**src/rtl/wb_pkg.sv**
```systemverilog
`default_nettype none
// ============================================================================
// Module      : wb_pkg
// Description : Shared types for the write-back stage: mem_size encodings,
//               the pending-entry record and the load formatter.
// Revision    : 1.0 - initial release
// ============================================================================
package wb_pkg;

    // Widest supported datapath and register address. Entries are stored at
    // these widths and narrowed by the instantiating module.
    localparam int c_MAX_XLEN = 64;
    localparam int c_MAX_AW   = 8;

    typedef enum logic [1:0] {
        SZ_B = 2'd0,
        SZ_H = 2'd1,
        SZ_W = 2'd2,
        SZ_D = 2'd3
    } wb_size_e;

    typedef struct packed {
        logic                  valid;
        logic [c_MAX_AW-1:0]   rd;
        logic [c_MAX_XLEN-1:0] data;
    } wb_pend_t;

    // Shift the raw word down to the accessed lane, truncate to the access
    // size and extend. A double on a 32-bit datapath behaves as a word, and
    // the full-width access passes through untouched.
    function automatic logic [c_MAX_XLEN-1:0] fmt_load(
        input logic [c_MAX_XLEN-1:0] raw,
        input logic [1:0]            size,
        input logic                  uns,
        input logic [2:0]            off,
        input logic                  is64
    );
        logic [c_MAX_XLEN-1:0] s;
        logic [c_MAX_XLEN-1:0] r;
        s = raw >> {off, 3'b000};
        r = s;
        case (size)
            SZ_B:    r = uns ? {56'd0, s[7:0]}  : {{56{s[7]}},  s[7:0]};
            SZ_H:    r = uns ? {48'd0, s[15:0]} : {{48{s[15]}}, s[15:0]};
            SZ_W:    r = !is64 ? s :
                         (uns ? {32'd0, s[31:0]} : {{32{s[31]}}, s[31:0]});
            default: r = s;
        endcase
        return r;
    endfunction

endpackage
`default_nettype wire

```
**src/rtl/wb_pend_fifo.sv**
```systemverilog
`default_nettype none
// ============================================================================
// Module      : wb_pend_fifo
// Description : Circular buffer of pending MEM results with head pop and a
//               parallel rd compare that invalidates squashed entries.
// Revision    : 1.0 - initial release
// ============================================================================
module wb_pend_fifo
    import wb_pkg::*;
#(
    parameter int DEPTH = 2,
    parameter int AW    = 5,
    parameter int DW    = 32
) (
    input  wire logic                         clk,
    input  wire logic                         rst,
    input  wire logic                         push,
    input  wire logic [AW-1:0]                push_rd,
    input  wire logic [DW-1:0]                push_data,
    input  wire logic                         pop,
    input  wire logic                         squash,
    input  wire logic [AW-1:0]                squash_rd,
    output logic                              head_valid,
    output logic [AW-1:0]                     head_rd,
    output logic [DW-1:0]                     head_data,
    output logic [$clog2(DEPTH+1)-1:0]        count
);

    localparam int c_CW = $clog2(DEPTH + 1);
    localparam int c_PW = (DEPTH > 1) ? $clog2(DEPTH) : 1;

    wb_pend_t          r_mem [DEPTH];
    logic [c_PW-1:0]   r_rd_ptr;
    logic [c_PW-1:0]   r_wr_ptr;
    logic [c_CW-1:0]   r_count;
    logic [DEPTH-1:0]  w_hit;
    wb_pend_t          w_head;
    wb_pend_t          w_push_ent;
    logic              w_unused_head;

    // Wrap explicitly so non-power-of-two depths work.
    function automatic logic [c_PW-1:0] ptr_next(input logic [c_PW-1:0] p);
        if (p == c_PW'(DEPTH - 1)) begin
            return '0;
        end
        return p + 1'b1;
    endfunction

    // One comparator per entry so a squash clears all matches at once.
    for (genvar gi = 0; gi < DEPTH; gi++) begin : g_squash
        assign w_hit[gi] = squash && (r_mem[gi].rd == c_MAX_AW'(squash_rd));
    end

    assign w_head        = r_mem[r_rd_ptr];
    assign head_valid    = w_head.valid;
    assign head_rd       = w_head.rd[AW-1:0];
    assign head_data     = w_head.data[DW-1:0];
    assign count         = r_count;
    assign w_unused_head = ^{w_head.rd, w_head.data};

    assign w_push_ent = '{valid: 1'b1,
                          rd:    c_MAX_AW'(push_rd),
                          data:  c_MAX_XLEN'(push_data)};

    // Storage, pointers and occupancy; the pushed slot is always free, so a
    // squash never collides with the entry written in the same cycle.
    always_ff @(posedge clk) begin
        if (rst) begin
            r_rd_ptr <= '0;
            r_wr_ptr <= '0;
            r_count  <= '0;
            for (int i = 0; i < DEPTH; i++) begin
                r_mem[i] <= '0;
            end
        end else begin
            for (int i = 0; i < DEPTH; i++) begin
                if (w_hit[i]) begin
                    r_mem[i].valid <= 1'b0;
                end
            end
            if (push) begin
                r_mem[r_wr_ptr] <= w_push_ent;
                r_wr_ptr        <= ptr_next(r_wr_ptr);
            end
            if (pop) begin
                r_rd_ptr <= ptr_next(r_rd_ptr);
            end
            if (push && !pop) begin
                r_count <= r_count + 1'b1;
            end else if (pop && !push) begin
                r_count <= r_count - 1'b1;
            end
        end
    end

endmodule
`default_nettype wire

```
**src/rtl/wb_stage_pipe.sv**
```systemverilog
`default_nettype none
// ============================================================================
// Module      : wb_stage_pipe
// Description : Registered write-back stage. Formats loads, arbitrates EXE
//               results, pending loads and direct loads onto the single
//               register-file write port.
// Revision    : 1.0 - initial release
// ============================================================================
module wb_stage_pipe
    import wb_pkg::*;
#(
    parameter int XLEN       = 32,
    parameter int REG_AW     = 5,
    parameter int PEND_DEPTH = 2
) (
    input  wire logic                       clk,
    input  wire logic                       rst,
    input  wire logic                       exe_we,
    input  wire logic [REG_AW-1:0]          exe_rd,
    input  wire logic [XLEN-1:0]            exe_data,
    input  wire logic                       mem_valid,
    input  wire logic [REG_AW-1:0]          mem_rd,
    input  wire logic [XLEN-1:0]            mem_rdata,
    input  wire logic [1:0]                 mem_size,
    input  wire logic                       mem_unsigned,
    input  wire logic [$clog2(XLEN/8)-1:0]  mem_byte_off,
    output logic                            mem_ready,
    output logic                            rf_we,
    output logic [REG_AW-1:0]               rf_rd_addr,
    output logic [XLEN-1:0]                 rf_rd_data,
    output logic                            wb_done
);

    localparam int c_CW = $clog2(PEND_DEPTH + 1);

    logic                   w_accept;
    logic                   w_drop;
    logic [c_MAX_XLEN-1:0]  w_fmt_full;
    logic [XLEN-1:0]        w_fmt;
    logic                   w_unused_fmt;
    logic                   w_head_valid;
    logic [REG_AW-1:0]      w_head_rd;
    logic [XLEN-1:0]        w_head_data;
    logic [c_CW-1:0]        w_count;
    logic                   w_push;
    logic                   w_pop;
    logic                   w_issue;
    logic [REG_AW-1:0]      w_iss_rd;
    logic [XLEN-1:0]        w_iss_data;

    assign w_fmt_full   = fmt_load(c_MAX_XLEN'(mem_rdata), mem_size, mem_unsigned,
                                   3'(mem_byte_off), (XLEN == 64));
    assign w_fmt        = w_fmt_full[XLEN-1:0];
    assign w_unused_fmt = ^w_fmt_full;

    // Ready looks only at the registered count, never at a same-cycle pop.
    assign mem_ready = !rst && (w_count < c_CW'(PEND_DEPTH));
    assign w_accept  = mem_valid && mem_ready;
    // A same-cycle load to the EXE destination is older and simply lost.
    assign w_drop    = exe_we && w_accept && (exe_rd == mem_rd);

    // Port arbitration: EXE first, then the buffer head, then a direct load.
    always_comb begin
        w_push     = 1'b0;
        w_pop      = 1'b0;
        w_issue    = 1'b0;
        w_iss_rd   = '0;
        w_iss_data = '0;
        if (exe_we) begin
            w_issue    = 1'b1;
            w_iss_rd   = exe_rd;
            w_iss_data = exe_data;
            w_push     = w_accept && !w_drop;
        end else if (w_count != '0) begin
            w_pop      = 1'b1;
            w_issue    = w_head_valid;
            w_iss_rd   = w_head_rd;
            w_iss_data = w_head_data;
            w_push     = w_accept;
        end else if (w_accept) begin
            w_issue    = 1'b1;
            w_iss_rd   = mem_rd;
            w_iss_data = w_fmt;
        end
    end

    wb_pend_fifo #(
        .DEPTH (PEND_DEPTH),
        .AW    (REG_AW),
        .DW    (XLEN)
    ) u_fifo (
        .clk        (clk),
        .rst        (rst),
        .push       (w_push),
        .push_rd    (mem_rd),
        .push_data  (w_fmt),
        .pop        (w_pop),
        .squash     (exe_we),
        .squash_rd  (exe_rd),
        .head_valid (w_head_valid),
        .head_rd    (w_head_rd),
        .head_data  (w_head_data),
        .count      (w_count)
    );

    // Register the retiring result; r0 retires without a write enable.
    always_ff @(posedge clk) begin
        if (rst) begin
            rf_we      <= 1'b0;
            rf_rd_addr <= '0;
            rf_rd_data <= '0;
            wb_done    <= 1'b0;
        end else begin
            rf_we   <= w_issue && (w_iss_rd != '0);
            wb_done <= w_issue;
            if (w_issue) begin
                rf_rd_addr <= w_iss_rd;
                rf_rd_data <= w_iss_data;
            end
        end
    end

endmodule
`default_nettype wire

```
**config.mk**
```make
export PLATFORM = sky130hd
export DESIGN_NAME = wb_stage_pipe
export DESIGN_NICKNAME = d
export VERILOG_FILES = /design/src/rtl/wb_pkg.sv /design/src/rtl/wb_pend_fifo.sv /design/src/rtl/wb_stage_pipe.sv
export SDC_FILE = /design/constraint.sdc
export NUM_CORES = 1
export LEC_CHECK = 0
export CAP_MARGIN = 30
export CORE_MARGIN = 2
export CORE_UTILIZATION = 44
export CTS_CLUSTER_DIAMETER = 80
export DETAILED_ROUTE_END_ITERATION = 8
export GPL_ROUTABILITY_DRIVEN = 0
export PLACE_DENSITY = 0.67
export SETUP_SLACK_MARGIN = 0.5
export SYNTH_ARGS = -nofsm -noshare
export SYNTH_HDL_FRONTEND = slang
export SYNTH_SLANG_ARGS = --single-unit
```
**constraint.sdc**
```tcl
create_clock -name clk -period 8 [get_ports clk]
set_input_delay 1.6 -clock clk [delete_from_list [all_inputs] [get_ports clk]]
set_output_delay 1.6 -clock clk [all_outputs]
set_load 0.05 [all_outputs]
```
==> key figures, run 1 <==
Status
  – Outcome: complete, no violations

Synthesis
  – Cell Area, Synth: 6430 um^2
  – Post-synthesis sequential area ratio: 0.489
  – Main combinational cell family by area after synthesis: simple AND/OR/NAND/NOR gates
  – Synth unique cells: 52
  – Post-synth EDFFs: 74
  – Multiplexer share of the synthesized area: 0.119
  – Post-Syn Nets: 721
  – Cell count after synthesis: 637
  – Compound-cell area share of the yosys netlist: 0.152
  – Post-synthesis simple-gate area fraction: 0.162
  – Mean Syn Cell Area: 10.1 um^2
  – Synth Area in Adders: 0.00194
  – Synth Warn #: 0
  – Post-Synth XOR/XNOR Area: 0.0245
  – Fraction of registers with async set/reset: 0
  – Post-synthesis register bit count: 120
  – Most used flip-flop cell after synthesis: edfxtp_1

STA
  – Final setup margin: 3.17 ns
  – RSZ-0062 raised after global routing: false
  – Worst Tran Pin Value: 0.953 ns
  – Setup_tns: 0 ns
  – Final hold vios: 0
  – Final worst path period need: 4.83 ns
  – Max_slew headroom: 0.365
  – Final setup viols: 0
  – Fmax: 207 MHz
  – Final slew viol count: 0
  – Clk_skew: 0.00931 ns
  – Part of the cycle the worst path needs: 0.603

Clocking
  – CTS Sinks: 120
  – Root buffer cell: clkbuf_16
  – CTS max path bufs: 2
  – Post-CTS Setup Bufs: 0
  – Post-CTS resize count: 0
  – CTS tree: done
  – Hold_buf cts: 0
  – CTS Buf Count: 17
  – Clock slew at reported path FFs: 0.05 ns
  – H-tree Lvls: 4
  – Clk_lat worst skew: 0.42 ns

Critical path
  – Crit-path cells: buf_2, nor2_1, clkdlybuf4s50_1
  – Arrival time at the worst endpoint: 3.23 ns
  – WS Path Type: input port to primary output
  – Worst path max stage delay: 0.75 ns
  – Crit end category: primary output
  – CP startpoint kind: input port
  – Reg-to-reg setup timing slack: 4.93 ns
  – Buffers & Inverters on Critical Path: 2
  – CP Max Fanout: 51
  – Slowest-stage cell, CP: clkdlybuf4s50_1
  – WP data required: 6.40 ns
  – Crit-path leading delay family: buffers and inverters

Place
  – PortBufs: 122
  – Dpl hpwl: 12.3 mm
  – Dpl ws: 3.17 ns

Layout
  – ANT cells: 0
  – Commonest non-fill, non-tap cell in the layout: nor2_1
  – Commonest cells after routing, fill and taps aside: nor2_1 (142), clkdlybuf4s50_1 (120), edfxtp_1 (74), dfxtp_1 (45), mux2i_1 (36)
  – Nets: 822
  – Area grow syn2layout: 29.1%
  – Share of cells above drive strength 1: 0.126
  – Final Util: 0.576

Routing
  – Total Routed Length: 17.8 mm
  – Routed Antenna Nets: 0
  – DR vias: 5262
  – WL per Instance: 19.0 um
  – Initial DRT Pass Iterations: 5
  – Iteration-0 DRC count of the detailed router: 552
  – Vias per cell: 5.63
  – Drc violations: 0

Floorplanning
  – Core area: 14400 um^2
  – Starting density of the core: 0.446
  – I/O Pins: 123
  – Rows: 44
  – Die height: 125 um
  – Die Wd: 125 um
  – Die area: 15600 um^2

Power
  – Total power: 2.24 mW
  – Leak: 3.00 nW
  – Worst VDD drop: 167 uV
  – Cell Pwr Density: 270 nW/um^2

Global route
  – Largest net degree at the start of global routing: 76
  – GRT overflow: 0
  – First-pass GRT wire length: 27.6 mm
  – Initial antenna violation count: 0
  – GRT Util Overall: 0.226
  – Vias in the first global route: 5133

Job
  – Max-Cap Viols: 0

Hold path
  – Worst hold path type: flop to flop
synthesized netlist by cell type, drive strengths merged, types with 5 or more instances:
cell type | instances | share of area
mux2i | 37 | 0.058
nor3b | 9 | 0.011
xor2 | 15 | 0.020
inv | 20 | 0.012
a221oi | 15 | 0.020
o41a | 6 | 0.011
dfxtp | 46 | 0.14
a2111oi | 8 | 0.018
nor4 | 5 | 0.0049
nand2b | 11 | 0.011
o22ai | 6 | 0.0058
a21oi | 34 | 0.026
clkbuf | 28 | 0.016
a211oi | 29 | 0.035
nand2 | 14 | 0.0086
nor2 | 144 | 0.085
mux2 | 33 | 0.058
nor3 | 16 | 0.012
o21ai | 14 | 0.013
edfxtp | 74 | 0.35
buf | 24 | 0.024
and2 | 13 | 0.013
sequential cells by signal (all words and copies together), names as in the netlist, named ones only:
| register | count |
|---|---|
| u_fifo.r_mem | 76 |
| rf_rd_data | 32 |
| rf_rd_addr | 5 |
| u_fifo.count | 2 |
| rf_we | 1 |
| u_fifo.r_rd_ptr | 1 |
| u_fifo.r_wr_ptr | 1 |
| wb_done | 1 |
power by group:
group | switching, mW | leakage (nW) | total, mW | internal [mW]
clock | 0.265 | 0.287 | 0.759 | 0.494
sequential | 0.0419 | 1.15 | 0.782 | 0.740
combinational | 0.432 | 1.57 | 0.699 | 0.267
total | 0.738 | 3.00 | 2.24 | 1.50
worst reg2reg max path: stages, from the launching register on:
cell	delay (ns)
dfxtp_1	0.51
o21ba_2	0.54
nor4_1	0.09
a21oi_1	0.30
nand2_1	0.11
buf_4	0.28
nand2b_1	0.40
buf_4	0.46
cell families (layout without fill, tap and decap cells):
| group | after synthesis | after routing |
|---|---|---|
| mux | 71 | 71 |
| xor+xnor | 18 | 18 |
| flops | 120 | 120 |
| buf+inv | 72 | 186 |
| simple gates | 226 | 226 |
| fa+ha+maj | 1 | 1 |
| compound gates | 129 | 129 |
final timing paths:
path | start | end | cells after the start
max | rst | mem_ready | 3
min | rf_rd_addr[3] | rf_rd_addr[3] | 2
max reg2reg | u_fifo.count[0] | u_fifo.r_mem[1][2] | 7
min reg2reg | rf_rd_addr[3] | rf_rd_addr[3] | 2
final cells by class:
class / instances / area (um^2)
timing repair buffer: 134 / 1320
clock inverter: 10 / 128
tap: 184 / 230
sequential: 120 / 3140
clock buffer: 22 / 454
fill: 1269 / 6120
multi-input combinational: 445 / 2960
inverter: 20 / 75.1
layer usage:
metal,track usage,part of all wire,vias to the layer above
met3,0.0434,0.067,30
li1,-,-,2512
met5,0,0,-
met1,0.297,0.43,2502
met2,0.375,0.49,218
met4,0.0824,0.021,0
metrics by stage:
step | cell area (um^2) | std cells | hold WS, ns
finish | 8310 | 935 | 0.454
detailed placement | 7730 | 903 | 0.450
floorplan | 6430 | 637 | 0.458
global route | 8310 | 935 | 0.496
global placement | 7700 | 902 | 0.447
CTS | 8310 | 935 | 0.458
Power figures use the tool's default switching activity.
==> run 2, diff against run 1 <==
clock period = 5.1 ns   (was 8 ns; I/O delays follow)
==> run 2 against run 1 <==
Net effect: global-route usage grew 1.2 points; register-to-register slack lost 2.8 ns; clock-buffer cell count shrank 4; non-clock buffer count grew 2; worst hold slack is essentially flat; first-iteration DRC count shrank 2.9%; die area is the same; critical path depth grew 3; worst setup slack lost 1.6 ns; utilization shrank 0.42 points; sequential power grew 57%; largest power group unchanged.
==> key figures, run 2 (synthesis results as in run 1) <==
Power
  – Flop pwr share: 0.364
  – Clock power share: 0.310
  – Worst VDD drop: 273 uV
  – Comb pwr share: 0.325
  – Leak: 2.96 nW
  – Cell Pwr Density: 409 nW/um^2
  – Int Pwr: 2.19 mW
  – Sw Pwr: 1.19 mW
  – Sw Ratio: 0.352

Critical path
  – Crit Reg-Reg Startpoint: u_fifo.count[0]
  – CP startpoint kind: input port
  – Reg-to-reg endpoint: u_fifo.r_mem[1][24]
  – Crit end category: flop
  – Arrival time at the worst endpoint: 3.82 ns
  – Reg-to-reg setup timing slack: 2.14 ns
  – WP data required: 5.42 ns
  – CP Max Fanout: 25
  – R2r worst-path depth: 7
  – WS Path Type: input port to flop

Global route
  – First-pass GRT wire length: 28.6 mm
  – Largest net degree at the start of global routing: 75
  – Initial antenna violation count: 0
  – GRT overflow: 0
  – GRT Util Overall: 0.238
  – Vias in the first global route: 5139

Clocking
  – Post-CTS resize count: 0
  – CTS Buf Count: 17
  – Post-CTS Setup Bufs: 0
  – CTS Sinks: 120
  – Root buffer cell: clkbuf_16
  – Clock slew at reported path FFs: 0.05 ns
  – Hold_buf cts: 0
  – CTS tree: done
  – H-tree Lvls: 4
  – Clk_lat worst skew: 0.42 ns
  – CTS max path bufs: 2

Place
  – PortBufs: 122
  – Dpl hpwl: 12.4 mm
  – Dpl ws: 1.19 ns
  – # placed instances: 905

STA
  – Final setup viols: 0
  – Clk_skew: 0.00796 ns
  – Final setup margin: 1.60 ns
  – Final hold vios: 0
  – Fmax: 286 MHz
  – RSZ-0062 raised after global routing: false
  – Hold slack: 0.455 ns
  – Final worst path period need: 3.50 ns
  – Worst Tran Pin Value: 0.950 ns
  – Max_slew headroom: 0.361
  – Final slew viol count: 0
  – Setup_tns: 0 ns
  – Part of the cycle the worst path needs: 0.686

Layout
  – Max reg flops: 76
  – Area grow syn2layout: 28.2%
  – FILL cells: 1286
  – Share of cells above drive strength 1: 0.127
  – Leading registers by flop count: u_fifo.r_mem: 76 flops, rf_rd_data: 32 flops, rf_rd_addr: 5 flops
  – Nets: 824
  – Multi-input gate area: 2960 um^2
  – ANT cells: 0
  – Final cell count without fillers: 937
  – Commonest cells after routing, fill and taps aside: nor2_1 (142), clkdlybuf4s50_1 (120), edfxtp_1 (74), dfxtp_1 (45), mux2i_1 (36)
  – Commonest non-fill, non-tap cell in the layout: nor2_1
  – Reg with most FFs: u_fifo.r_mem
  – Reg area: 3140 um^2

Floorplanning
  – Core area: 14400 um^2
  – I/O Pins: 123
  – Die area: 15600 um^2
  – Starting density of the core: 0.446
  – Die height: 125 um
  – Die Wd: 125 um
  – Rows: 44

Routing
  – Drc violations: 0
  – Routed Antenna Nets: 0
  – WL per Instance: 19.6 um
  – Initial DRT Pass Iterations: 6
  – Vias per cell: 5.74
  – DR vias: 5378
  – Iteration-0 DRC count of the detailed router: 536
  – Total Routed Length: 18.4 mm

Job
  – Max-Cap Viols: 0

Hold path
  – Worst hold path type: flop to flop
  – Hold path cells: 2
  – Min-Delay Startpoint: rf_rd_addr[3]
  – Worst Hold Path EP: rf_rd_addr[3]

Status
  – Outcome: complete, no violations
run 2: cell types whose count changed in the layout (fill, tap and decap cells not counted), sizes merged:
cell / delta
clkbuf: -4
inv: +1
clkinvlp: +4
clkinv: +2
bufinv: -3
buf: +2
run 2: per-layer routing:
| metal | part of all wire | track usage |
|---|---|---|
| met3 | 0.063 | 0.0477 |
| met5 | 0 | 0 |
| met1 | 0.45 | 0.336 |
| met4 | 0.022 | 0.0941 |
| met2 | 0.47 | 0.362 |
run 2: layout make-up:
cell class,instances,area share
Clock inverter,14,0.0103
Clock buffer,18,0.0520
Tap cell,184,0.0279
Inverter,20,0.00910
Multi-Input combinational cell,445,0.358
Timing Repair Buffer,136,0.161
Sequential cell,120,0.381
run 2: worst max path at each step:
stage / from / endpoint / cells past startpoint
floorplan: rst / u_fifo.r_mem[0][0] / 7
global placement: mem_byte_off[0] / rf_rd_data[24] / 6
detailed placement: mem_byte_off[0] / rf_rd_data[29] / 6
CTS: mem_byte_off[0] / rf_rd_data[29] / 6
global route: mem_byte_off[0] / rf_rd_data[30] / 6
finish: mem_byte_off[0] / rf_rd_data[29] / 6
run 2: power by group through the flow:
| stage | registers, mW | clock network (mW) | logic, mW |
|---|---|---|---|
| detailed placement | 1.25 | 0 | 1.09 |
| global route | 1.25 | 1.10 | 1.17 |
| finish | 1.23 | 1.05 | 1.10 |
| global placement | 1.24 | 0 | 1.08 |
| CTS | 1.23 | 1.06 | 1.10 |
| floorplan | 1.40 | 0 | 0.594 |
run 2: critical path: stages:
cell             delay, ns
clkdlybuf4s50_1       0.67
nand2b_1              0.29
a311oi_1              0.28
o311a_1               0.83
nand2_1               0.40
a211oi_1              0.32
run 2: stage by stage:
stage                     power (mW)   util  cell area, um^2
after floorplan                 2.00      -             6430
after CTS                       3.39  0.572             8250
final                           3.38  0.572             8250
after detailed placement        2.34  0.536             7730
after global placement          2.32  0.536             7730
after global routing            3.51  0.572             8250
